===== src/rtl/counter_sequencer.sv =====
// Run-control sequencer for the lab counter: start/pause/resume/clear on an up/down count
// with a clock-enable prescaler tick. Optional macro: COUNTER_SEQ_AUTORELOAD_EN (reload at terminal).
module counter_sequencer #(
    parameter int WIDTH    = 16,
    parameter int TICK_DIV = 6_250_000
) (
    input  logic             clk,
    input  logic             reset,
    input  logic             btn_start,
    input  logic             btn_stop,
    input  logic             btn_clear,
    input  logic             dir,
    input  logic [WIDTH-1:0] limit,
    output logic [WIDTH-1:0] count,
    output logic             running,
    output logic             done,
    output logic [1:0]       state
);

    // state    | meaning
    // IDLE  00 | cleared, waiting for start
    // RUN   01 | prescaler running, count advances on each tick
    // PAUSE 10 | stopped mid-run, count and prescaler frozen
    // DONE  11 | terminal reached (no autoreload), count held
    typedef enum logic [1:0] {
        ST_IDLE  = 2'b00,
        ST_RUN   = 2'b01,
        ST_PAUSE = 2'b10,
        ST_DONE  = 2'b11
    } state_t;

    localparam int             PW        = $clog2(TICK_DIV);
    localparam logic [PW-1:0]  PRESC_MAX = PW'(TICK_DIV - 1);

    state_t           state_q, state_d;
    logic [WIDTH-1:0] count_q, count_d;
    logic [WIDTH-1:0] limit_q, limit_d;
    logic [PW-1:0]    presc_q, presc_d;
    logic             dir_q, dir_d;
    logic             running_q, running_d;
    logic             done_q, done_d;
    logic             btn_start_q, btn_stop_q, btn_clear_q;

    logic             start_p, stop_p, clear_p;
    logic             tick;
    logic [WIDTH-1:0] term;
`ifdef COUNTER_SEQ_AUTORELOAD_EN
    logic             reload_pulse;
`endif

    always_comb begin
        start_p = btn_start & ~btn_start_q;
        stop_p  = btn_stop  & ~btn_stop_q;
        clear_p = btn_clear & ~btn_clear_q;
        tick    = (presc_q == PRESC_MAX);
        term    = dir_q ? limit_q : '0;

        state_d = state_q;
        count_d = count_q;
        presc_d = presc_q;
        dir_d   = dir_q;
        limit_d = limit_q;
`ifdef COUNTER_SEQ_AUTORELOAD_EN
        reload_pulse = 1'b0;
`endif

        if (clear_p) begin
            state_d = ST_IDLE;
            count_d = '0;
            presc_d = '0;
        end else if (stop_p && state_q == ST_RUN) begin
            state_d = ST_PAUSE;
        end else if (start_p && (state_q == ST_IDLE || state_q == ST_DONE)) begin
            dir_d   = dir;
            limit_d = limit;
            count_d = dir ? '0 : limit;
            presc_d = '0;
            state_d = ST_RUN;
        end else if (start_p && state_q == ST_PAUSE) begin
            state_d = ST_RUN;
        end else if (state_q == ST_RUN) begin
            if (tick) begin
                presc_d = '0;
                if (count_q == term) begin
`ifdef COUNTER_SEQ_AUTORELOAD_EN
                    count_d      = dir_q ? '0 : limit_q;
                    reload_pulse = 1'b1;
`else
                    state_d = ST_DONE;
`endif
                end else begin
                    count_d = dir_q ? count_q + WIDTH'(1) : count_q - WIDTH'(1);
                end
            end else begin
                presc_d = presc_q + PW'(1);
            end
        end

        running_d = (state_d == ST_RUN);
`ifdef COUNTER_SEQ_AUTORELOAD_EN
        done_d = reload_pulse;
`else
        done_d = (state_d == ST_DONE);
`endif
    end

    always_ff @(posedge clk) begin
        if (!reset) begin
            state_q     <= ST_IDLE;
            count_q     <= '0;
            presc_q     <= '0;
            dir_q       <= 1'b1;
            limit_q     <= '0;
            running_q   <= 1'b0;
            done_q      <= 1'b0;
            btn_start_q <= 1'b0;
            btn_stop_q  <= 1'b0;
            btn_clear_q <= 1'b0;
        end else begin
            state_q     <= state_d;
            count_q     <= count_d;
            presc_q     <= presc_d;
            dir_q       <= dir_d;
            limit_q     <= limit_d;
            running_q   <= running_d;
            done_q      <= done_d;
            btn_start_q <= btn_start;
            btn_stop_q  <= btn_stop;
            btn_clear_q <= btn_clear;
        end
    end

    assign count   = count_q;
    assign running = running_q;
    assign done    = done_q;
    assign state   = state_q;

endmodule


===== config.mk =====
export PLATFORM = sky130hd
export DESIGN_NAME = counter_sequencer
export DESIGN_NICKNAME = d
export VERILOG_FILES = /design/src/rtl/counter_sequencer.sv
export SDC_FILE = /design/constraint.sdc
export NUM_CORES = 1
export LEC_CHECK = 0
export CAP_MARGIN = 20
export CORE_MARGIN = 2
export CORE_UTILIZATION = 23
export CTS_CLUSTER_DIAMETER = 100
export DETAILED_ROUTE_END_ITERATION = 16
export PLACE_DENSITY_LB_ADDON = 0.2
export SYNTH_ARGS = -nofsm -noshare
export SYNTH_HDL_FRONTEND = slang
export SYNTH_SLANG_ARGS = --single-unit

===== constraint.sdc =====
create_clock -name clk -period 3.5 [get_ports clk]
set_input_delay 1.05 -clock clk [delete_from_list [all_inputs] [get_ports clk]]
set_output_delay 1.05 -clock clk [all_outputs]
set_load 0.01 [all_outputs]

==> impl_metrics.csv <==
group,metric,value,unit
setup_path,start_kind,"input port",
clock_network,cts_made_buffers,9,
layout,antenna_cells,0,
logic_synthesis,avgSynthCellArea,7.895,µm²
layout,layout_commonest_cell,"nand2_1",
detailed_routing,route.met2.wl,5425,µm
global_routing,grt_max_degree,28,
setup_path,critical_path_class,"in2reg",
logic_synthesis,synth_top_cell_area_share,31.14,%
setup_path,cp_max_fo,17,
layout,syn2layout_area_growth,23.85,%
detailed_routing,viasPerCell,4.937,
logic_synthesis,synth.distinct_cells,59,
global_routing,grt_antenna_before_repair,0,
clock_network,ctsHoldBuffers,0,
clock_network,ctsResizeCount,0,
setup_path,cp_slowest_cell,"clkdlybuf4s50_1",
floorplanning,dieHeight,136.7,µm
logic_synthesis,synth_area_leaders,"dfxtp_1, nand2_1, xnor2_1",
run_status,status,"completed",
clock_network,cts_root_buf,"clkbuf_16",
global_routing,overflow,0,
floorplanning,fp.dieW,136.7,µm
logic_synthesis,synthCells,513,
floorplanning,coreArea,0.01724,mm²
floorplanning,die-area,0.01869,mm²
layout,layout_common_cells,"nand2_1, dfxtp_1, clkdlybuf4s50_1",
logic_synthesis,syn_area,0.004050,mm²
detailed_routing,wl,12270,µm
detailed_routing,wl_per_cell,15.69,µm
clock_network,worstSkewPairLatency,0.35,ns
place,placedCellCount,766,
detailed_routing,dr.pass1.iters,4,
detailed_routing,post-route-drc-count,0,
layout,final_cell_area,0.005016,mm²
logic_synthesis,synth_flop_cell,"dfxtp_1",
floorplanning,floorplan.rows,48,
clock_network,cts_tree,"yes",
floorplanning,boundaryPins,42,
sta,max-slew-margin-rel,58.08,%
power_and_ir_drop,powerDensity,404.3,mW/mm²
setup_path,worst_path_largest_cell_delay,0.53,ns
job,maxCapViolations,0,
place,place_hpwl,8964,µm
global_routing,grtUsageTotal,14.03,%
logic_synthesis,ys_ff_latch,63,
place,place_area,0.004731,mm²
sta,grt_setup_unrepaired,"false",
global_routing,grt_pass1_vias,3783,
layout,drive_above_1_share,6.284,%
clock_network,cts-htree-levels,3,
place,io_buffers,41,
min_path,hold_class,"reg2reg",
logic_synthesis,syn_nets,554,
global_routing,grt_pass1_wl,20130,µm
clock_network,cts_buffer_depth,2,
detailed_routing,m1WireLength,6098,µm
sta,fin_skew,0.005301,ns
sta,finalSetupViolCount,0,
sta,min_period,2.603,ns
detailed_routing,drtIter0Drc,301,
detailed_routing,vias,3861,
sta,fin_setup_tns,0,ns
sta,worst_pin_slew,0.6241,ns
power_and_ir_drop,ir_drop,219.8,µV
layout,nets,593,
logic_synthesis,yosysWarningCount,0,
logic_synthesis,postSynth.asyncResetShare,0,%
power_and_ir_drop,fin_total_pwr,2.028,mW
setup_path,cp.required,3.73,ns
logic_synthesis,synth_edf_count,0,
sta,hold_viol_final,0,
floorplanning,initial_utilization,23.50,%
setup_path,cp_data_arrival_time,2.83,ns
sta,fin_crit_sh,74.37,%
clock_network,cts.clk_slew.worst_paths,0.06,ns
power_and_ir_drop,p_leak,1.776,nW
setup_path,crit_chain,"clkdlybuf4s50_1, nand3b_1, nor2_1, o2111ai_1, buf_4, nor4_1, mux2i_1, a21oi_1",
sta,fmax,0.3842,GHz
clock_network,postCtsSetupBuffers,0,
logic_synthesis,synth_top_cell_by_area,"dfxtp_1",
sta,drv_slew,0,
logic_synthesis,yosysSeqAreaShare,31.14,%
setup_path,end_kind,"flop",
detailed_routing,ant_nets,0,
place,gp_congestion,0.8520,
detailed_routing,dr_wl_met3,530,µm
detailed_routing,top_layer_used,"met4",
layout,layout.cells.non_filler,782,
clock_network,clock-sinks,63,
layout,final_core_util,29.10,%
layout,fillerInstances,1828,
## report_power, final
group	internal, mW	switching [mW]
Clock	0.501	0.370
Combinational	0.162	0.216
Sequential	0.743	0.0372
Total	1.41	0.623
## final timing paths
path,from,endpoint,slack [ns],cells after the start
worst min-delay path,limit_q[10],limit_q[10],0.49,2
worst max register to register,dir_q,count[14],0.93,8
worst min register to register,limit_q[10],limit_q[10],0.49,2
worst max-delay path,btn_start,presc_q[16],0.90,8
## flip-flops by register name, summed over array words and instances, names as in the netlist
name and count:
presc_q 23, count 16, limit_q 16, state 2
btn_clear_q 1, btn_start_q 1, btn_stop_q 1, dir_q 1
done 1, running 1
## cell type report
| cell class | count | area, µm² | area share, % |
|---|---|---|---|
| Tap cell | 225 | 281.5 | 5.612 |
| Inverter | 13 | 48.80 | 0.9728 |
| Multi-Input combinational cell | 412 | 2639 | 52.61 |
| Clock inverter | 6 | 46.29 | 0.9229 |
| Timing Repair Buffer | 53 | 500.5 | 9.978 |
| Clock buffer | 10 | 239.0 | 4.764 |
| Sequential cell | 63 | 1261 | 25.14 |
## cells by family after synthesis
family,Yosys count,share of synthesized area [%]
xor gates and xnor gates,36,7.785
adders and majority gates,19,6.055
AOI/OAI and AO/OA,121,20.51
DFF,63,31.14
buffers and inverters,38,3.707
muxes,12,2.997
and+or+nand+nor,224,27.80
## synth_stat cells (7+ instances only)
cell	n
nand3_1	19
and3_1	10
nor3_1	12
nand4_1	21
nor4_1	7
mux2i_1	11
a21boi_1	11
nand2_1	77
xor2_1	10
clkbuf_1	21
a21oi_1	20
o21ai_0	21
dfxtp_1	63
xnor2_1	26
a211oi_1	18
inv_1	11
ha_1	18
nor2_1	40
## stage by stage
step           hold slack (ns)  setup WS (ns)
2_1_floorplan           0.4477          1.039
3_3_place_gp            0.4620         0.5266
3_5_place_dp            0.4809         0.5382
4_1_cts                 0.4888         0.8671
5_1_grt                 0.5051         0.7156
6_report                0.4891         0.8969
## per-layer routing
| metal | vias to the layer above | global-route usage, % |
|---|---|---|
| met3 | 16 | 3.815 |
| li1 | 1961 | - |
| met4 | 0 | 4.572 |
| met1 | 1820 | 18.72 |
| met2 | 64 | 21.86 |
| met5 | - | 0 |
## critical path, delay by kind of cell
family | cells | cell delay, ns
buf+inv | 2 | 0.75
mux | 1 | 0.22
simple gates | 3 | 0.60
compound gates | 2 | 0.21
(Power assumes the default switching activity.)
==> RTL change 1 (same flow settings) <==
Change the parameter `WIDTH` from 16 to 32.
--- a/src/rtl/counter_sequencer.sv
+++ b/src/rtl/counter_sequencer.sv
@@ -1,7 +1,7 @@
 // Run-control sequencer for the lab counter: start/pause/resume/clear on an up/down count
 // with a clock-enable prescaler tick. Optional macro: COUNTER_SEQ_AUTORELOAD_EN (reload at terminal).
 module counter_sequencer #(
-    parameter int WIDTH    = 16,
+    parameter int WIDTH    = 32,
     parameter int TICK_DIV = 6_250_000
 ) (
     input  logic             clk,
Ports: changed (resized count and limit); port bits go from 42 to 74. No check against the original RTL was run, so the function may have changed too.
==> RTL change 1 against the original RTL <==
  * Final area rose by 61%
  * Via count rose by 64%
  * Sequential cell count rose by 32
  * Die area rose by 58%
  * Critical path type is now reg -> reg
  * Total power rose by 45%
  * Sequential share of layout area fell by 1.6 points
  * Synthesized area rose by 60%
  * Global-route usage rose by 1.8 points
  * Routed wire length rose by 88%
  * Setup slack got worse by 0.49 ns
==> RTL change 1: results (changes against the original RTL) <==
[placed_design]
dpl_cell_area_um2=7780  ; +64%
place_congestion=0.846  ; -0.75%
dpl.hpwl_mm=17.0  ; +89%
portBuffers=73  ; +78%
dp_slack_ns=0.198  ; -0.340 ns

[critical_path]
cp-startpoint=dir_q
slowest_stage=or4_4
crit_path_max_fanout=14  ; -3
critPathArrivalTime_ns=3.36  ; +0.53 ns
crit_family=simple AND/OR/NAND/NOR gates
timing.rr.end=count[24]
rrSetupSlack_ns=0.41  ; -0.52 ns

[logic_synthesis]
synthTopCellsByArea=dfxtp_1 29%, nand2_1 6.9%, ha_1 6.6%, a21oi_1 4.5%, nor2_1 4.4%
yosys-top-cells-count=118 x nand2_1, 95 x dfxtp_1, 76 x nor2_1
synth_nets=912  ; +65%
ys.warnings.count=0  ; unchanged
synth_cell_types=64  ; +8.5%
synth-compound-area-share_pct=26.8  ; +6.3 points
synthXorXnorAreaFrac_pct=6.50  ; -1.3 points
synth_fa_ha_area_share_pct=6.89  ; +0.84 points
synth_seq_area_share_pct=29.4  ; -1.7 points
syn_inst=839  ; +64%
synth_mux_area_share_pct=1.86  ; -1.1 points

[global_route]
grtUsageMet2_pct=26.2  ; +4.3 points
grt_pass1_vias=6061  ; +60%
grt_pass1_wl_mm=35.7  ; +78%
grtUsageMet1_pct=21.4  ; +2.7 points
use_met3_pct=2.49  ; -1.3 points
grt_max_degree=41  ; +46%

[route]
routedWlPerCell_um=17.8  ; +13%
vias=6328  ; +64%
dr.first_iter.drc_count=399  ; +33%
wl_met3_um=697  ; +32%
met1_length_mm=11.4  ; +86%
dr_wl_met2_mm=10.6  ; +96%

[clock_network]
clock_latency_ns=0.37  ; +0.02 ns
clkTransAtPathRegs_ns=0.08  ; +0.02 ns
htree_num_levels=3  ; unchanged

[final_layout]
stdcell_count=1295  ; +66%
drive_above_1_share_pct=6.65  ; +0.37 points
layout.nets=985  ; +66%

[power]
combPwrFrac_pct=23.3  ; +4.7 points
p_leak_nw=3.11  ; +75%
ir_worst_vdd_v=0.000184  ; -16%
finalPower_mw=2.93  ; +45%
pg_clk_mw=1.07  ; +23%
sw_frac_of_total_pct=32.4  ; +1.7 points

[worst_hold_path]
hold_start=limit_q[12]
hold_end=limit_q[12]

[run_status]
status=complete, no violations

[timing]
relSlewSlack_pct=57.0  ; -1.1 points
clock_skew_ns=0.0130  ; +0.00765 ns
fin_hold_ws_ns=0.469  ; -0.0197 ns

[RTL change 1: worst reg2reg max path: cells and delay by family (launching register included)]
kind | cells | cell delay, ns
muxes | 1 | 0.16
DFF | 1 | 0.31
AOI/OAI and AO/OA | 3 | 1.09
and+or+nand+nor | 3 | 1.24
buffers and inverters | 1 | 0.19
[RTL change 1: cell type report]
type                    count  area, um2
fillers                  3027      19600
repair buffers            106       1020
clock buffers               9        225
flip-flops and latches     95       1900
clock inverters             7       83.8
inverters                  23       86.3
multi-input cells         677       4300
well taps                 378        473
[RTL change 1: cells by family after synthesis]
kind of cell,after synthesis
xor+xnor,48
simple gates,324
compound gates,258
fa+ha+maj,35
flops,95
mux,12
buf+inv,67
[RTL change 1: worst max path at each step]
stage / to / slack (ns) / depth (start not counted)
2_1_floorplan: count[24] / 0.11 / 12
3_5_place_dp: count[24] / 0.20 / 8
3_3_place_gp: presc_q[22] / 0.20 / 10
5_1_grt: count[24] / 0.21 / 8
6_report: count[24] / 0.41 / 8
4_1_cts: count[24] / 0.37 / 8
==> RTL change 2 (same flow settings) <==
Made on the original files. Put one more register stage on the output `count`, cleared by the reset. The value now appears one clock later. The other outputs are not delayed to match.
--- a/src/rtl/counter_sequencer.sv
+++ b/src/rtl/counter_sequencer.sv
@@ -130,7 +130,13 @@
         end
     end
 
-    assign count   = count_q;
+    always_ff @(posedge clk) begin
+        if (!reset) begin
+            count <= '0;
+        end else begin
+            count <= count_q;
+        end
+    end
     assign running = running_q;
     assign done    = done_q;
     assign state   = state_q;
Behaviour: not the same (a bounded check fails within 4 cycles, from zero or initial values and one cycle with reset low).
==> RTL change 2 against the original RTL <==
  * Sequential cell count increased by 16
  * Total power increased by 13%
  * Final area increased by 6.7%
  * Count of clock-buffer cells in the layout unchanged
  * Via count decreased by 1.3%
  * Routed wire length decreased by 2.7%
  * Setup slack got worse by 0.17 ns
  * Non-clock buffer count unchanged
  * Synthesized area increased by 8.0%
  * Critical endpoint is now presc_q[18]
  * Largest cell class unchanged
  * Largest power group is now sequential cells
==> RTL change 2: results (changes against the original RTL) <==
[run_status]
status=complete, no violations

[clock_network]
clkTransAtPathRegs_ns=0.06  ; about the same
cts_resized=0  ; unchanged
cts-root-buf=clkbuf_16

[critical_path]
r2r_cells=10  ; +2
critPathArrivalTime_ns=3.01  ; +0.18 ns
crit_family=simple AND/OR/NAND/NOR gates
crit_path_max_fanout=5  ; -12
rrSetupSlack_ns=0.78  ; -0.15 ns
timing.rr.end=count_q[14]
crit_path_max_incr_delay_ns=0.53  ; about the same
slowest_stage=clkdlybuf4s50_1

[logic_synthesis]
synth_seq_area_share_pct=36.1  ; +5.0 points
synth_cell_types=63  ; +6.8%
synthTopCellsByArea=dfxtp_1 36%, ha_1 5.1%, nand2_1 5.1%, nor2_1 5.1%, xor2_1 4.0%
synth_nets=551  ; -0.54%
yosys-top-cells-count=79 x dfxtp_1, 60 x nand2_1, 60 x nor2_1
syn_inst=510  ; -0.58%

[timing]
clock_skew_ns=0.00687  ; +0.00157 ns
fin_hold_ws_ns=0.495  ; +0.00618 ns
tightest_slew_ns=0.673  ; +0.0494 ns

[placed_design]
dp_cells=775  ; +1.2%
dp_slack_ns=0.387  ; -0.152 ns
dpl.hpwl_mm=8.61  ; -4.0%
dpl_cell_area_um2=5050  ; +6.8%
place_congestion=0.829  ; -2.7%

[power]
ir_worst_vdd_v=0.000234  ; +6.3%
power.internal_mw=1.65  ; +17%
combPwrFrac_pct=16.1  ; -2.5 points
p_leak_nw=2.04  ; +15%
finalPower_mw=2.29  ; +13%
power.share.clock_pct=41.6  ; -1.3 points

[global_route]
grt_max_degree=37  ; +32%
grt_pass1_vias=3651  ; -3.5%
grt_pass1_wl_mm=19.5  ; -3.0%
track_usage_pct=12.4  ; -1.6 points

[final_layout]
nFillCells=1990  ; +8.9%
drive_above_1_share_pct=7.90  ; +1.6 points
fin_area_um2=5350  ; +6.7%
stdcell_count=791  ; +1.2%
diodes=0  ; unchanged
regMostFlops=presc_q

[route]
routedWlPerCell_um=15.1  ; -3.8%
dr.first_iter.drc_count=189  ; -37%
vias=3811  ; -1.3%

[worst_hold_path]
min_path_type=reg -> reg
holdPathStages=2  ; unchanged
hold_end=limit_q[15]
hold_start=limit_q[15]

## RTL change 2: cell count changes after synthesis, moves of 10 or more
cell | before | now
nor2_1 | 40 | 60
and2_1 | 6 | 25
nand2_1 | 77 | 60
dfxtp_1 | 63 | 79
a211oi_1 | 18 | 4
a21boi_0 | 6 | 17
a21boi_1 | 11 | 0
xor2_1 | 10 | 20
## RTL change 2: final cells by class
type | count | area share [%]
clock buffer | 10 | 4.28
clock inverter | 6 | 1.31
inverter | 9 | 0.631
multi-input combinational | 400 | 49.4
sequential | 79 | 29.6
tap | 234 | 5.47
timing repair buffer | 53 | 9.35
## RTL change 2: how the worst max path moves through the flow
stage	slack, ns	startpoint	end	depth (start not counted)
global placement	0.47	btn_start	count_q[12]	9
global route	0.54	btn_start	presc_q[18]	8
finish	0.72	btn_start	presc_q[18]	8
floorplan	0.68	dir_q	count_q[11]	11
detailed placement	0.39	btn_start	presc_q[18]	8
CTS	0.73	btn_start	presc_q[18]	8
## RTL change 2: layer usage
metal  routed length, um  vias up  track usage [%]
met5                   0        -                0
met4                 187        0             4.16
met3                 541       17             3.07
met2                5650       90             20.5
met1                5560     1798             15.9
li1                    -     1906                -
## RTL change 2: logic make-up after synthesis
| group | share of synthesized area, % |
|---|---|
| compound gates | 18.7 |
| xor+xnor | 7.61 |
| fa+ha+maj | 5.60 |
| buf+inv | 3.46 |
| flops | 36.1 |
| mux | 2.09 |
| simple gates | 26.4 |
## RTL change 2: worst register-to-register path, cell delays in order, from the launching register on
cell	delay, ns
dfxtp_1	0.33
inv_1	0.15
buf_4	0.23
fa_1	0.43
a21oi_1	0.26
o211a_1	0.25
o31ai_1	0.13
a32oi_1	0.24
mux2_2	0.37
mux2i_1	0.14
nor2_1	0.05
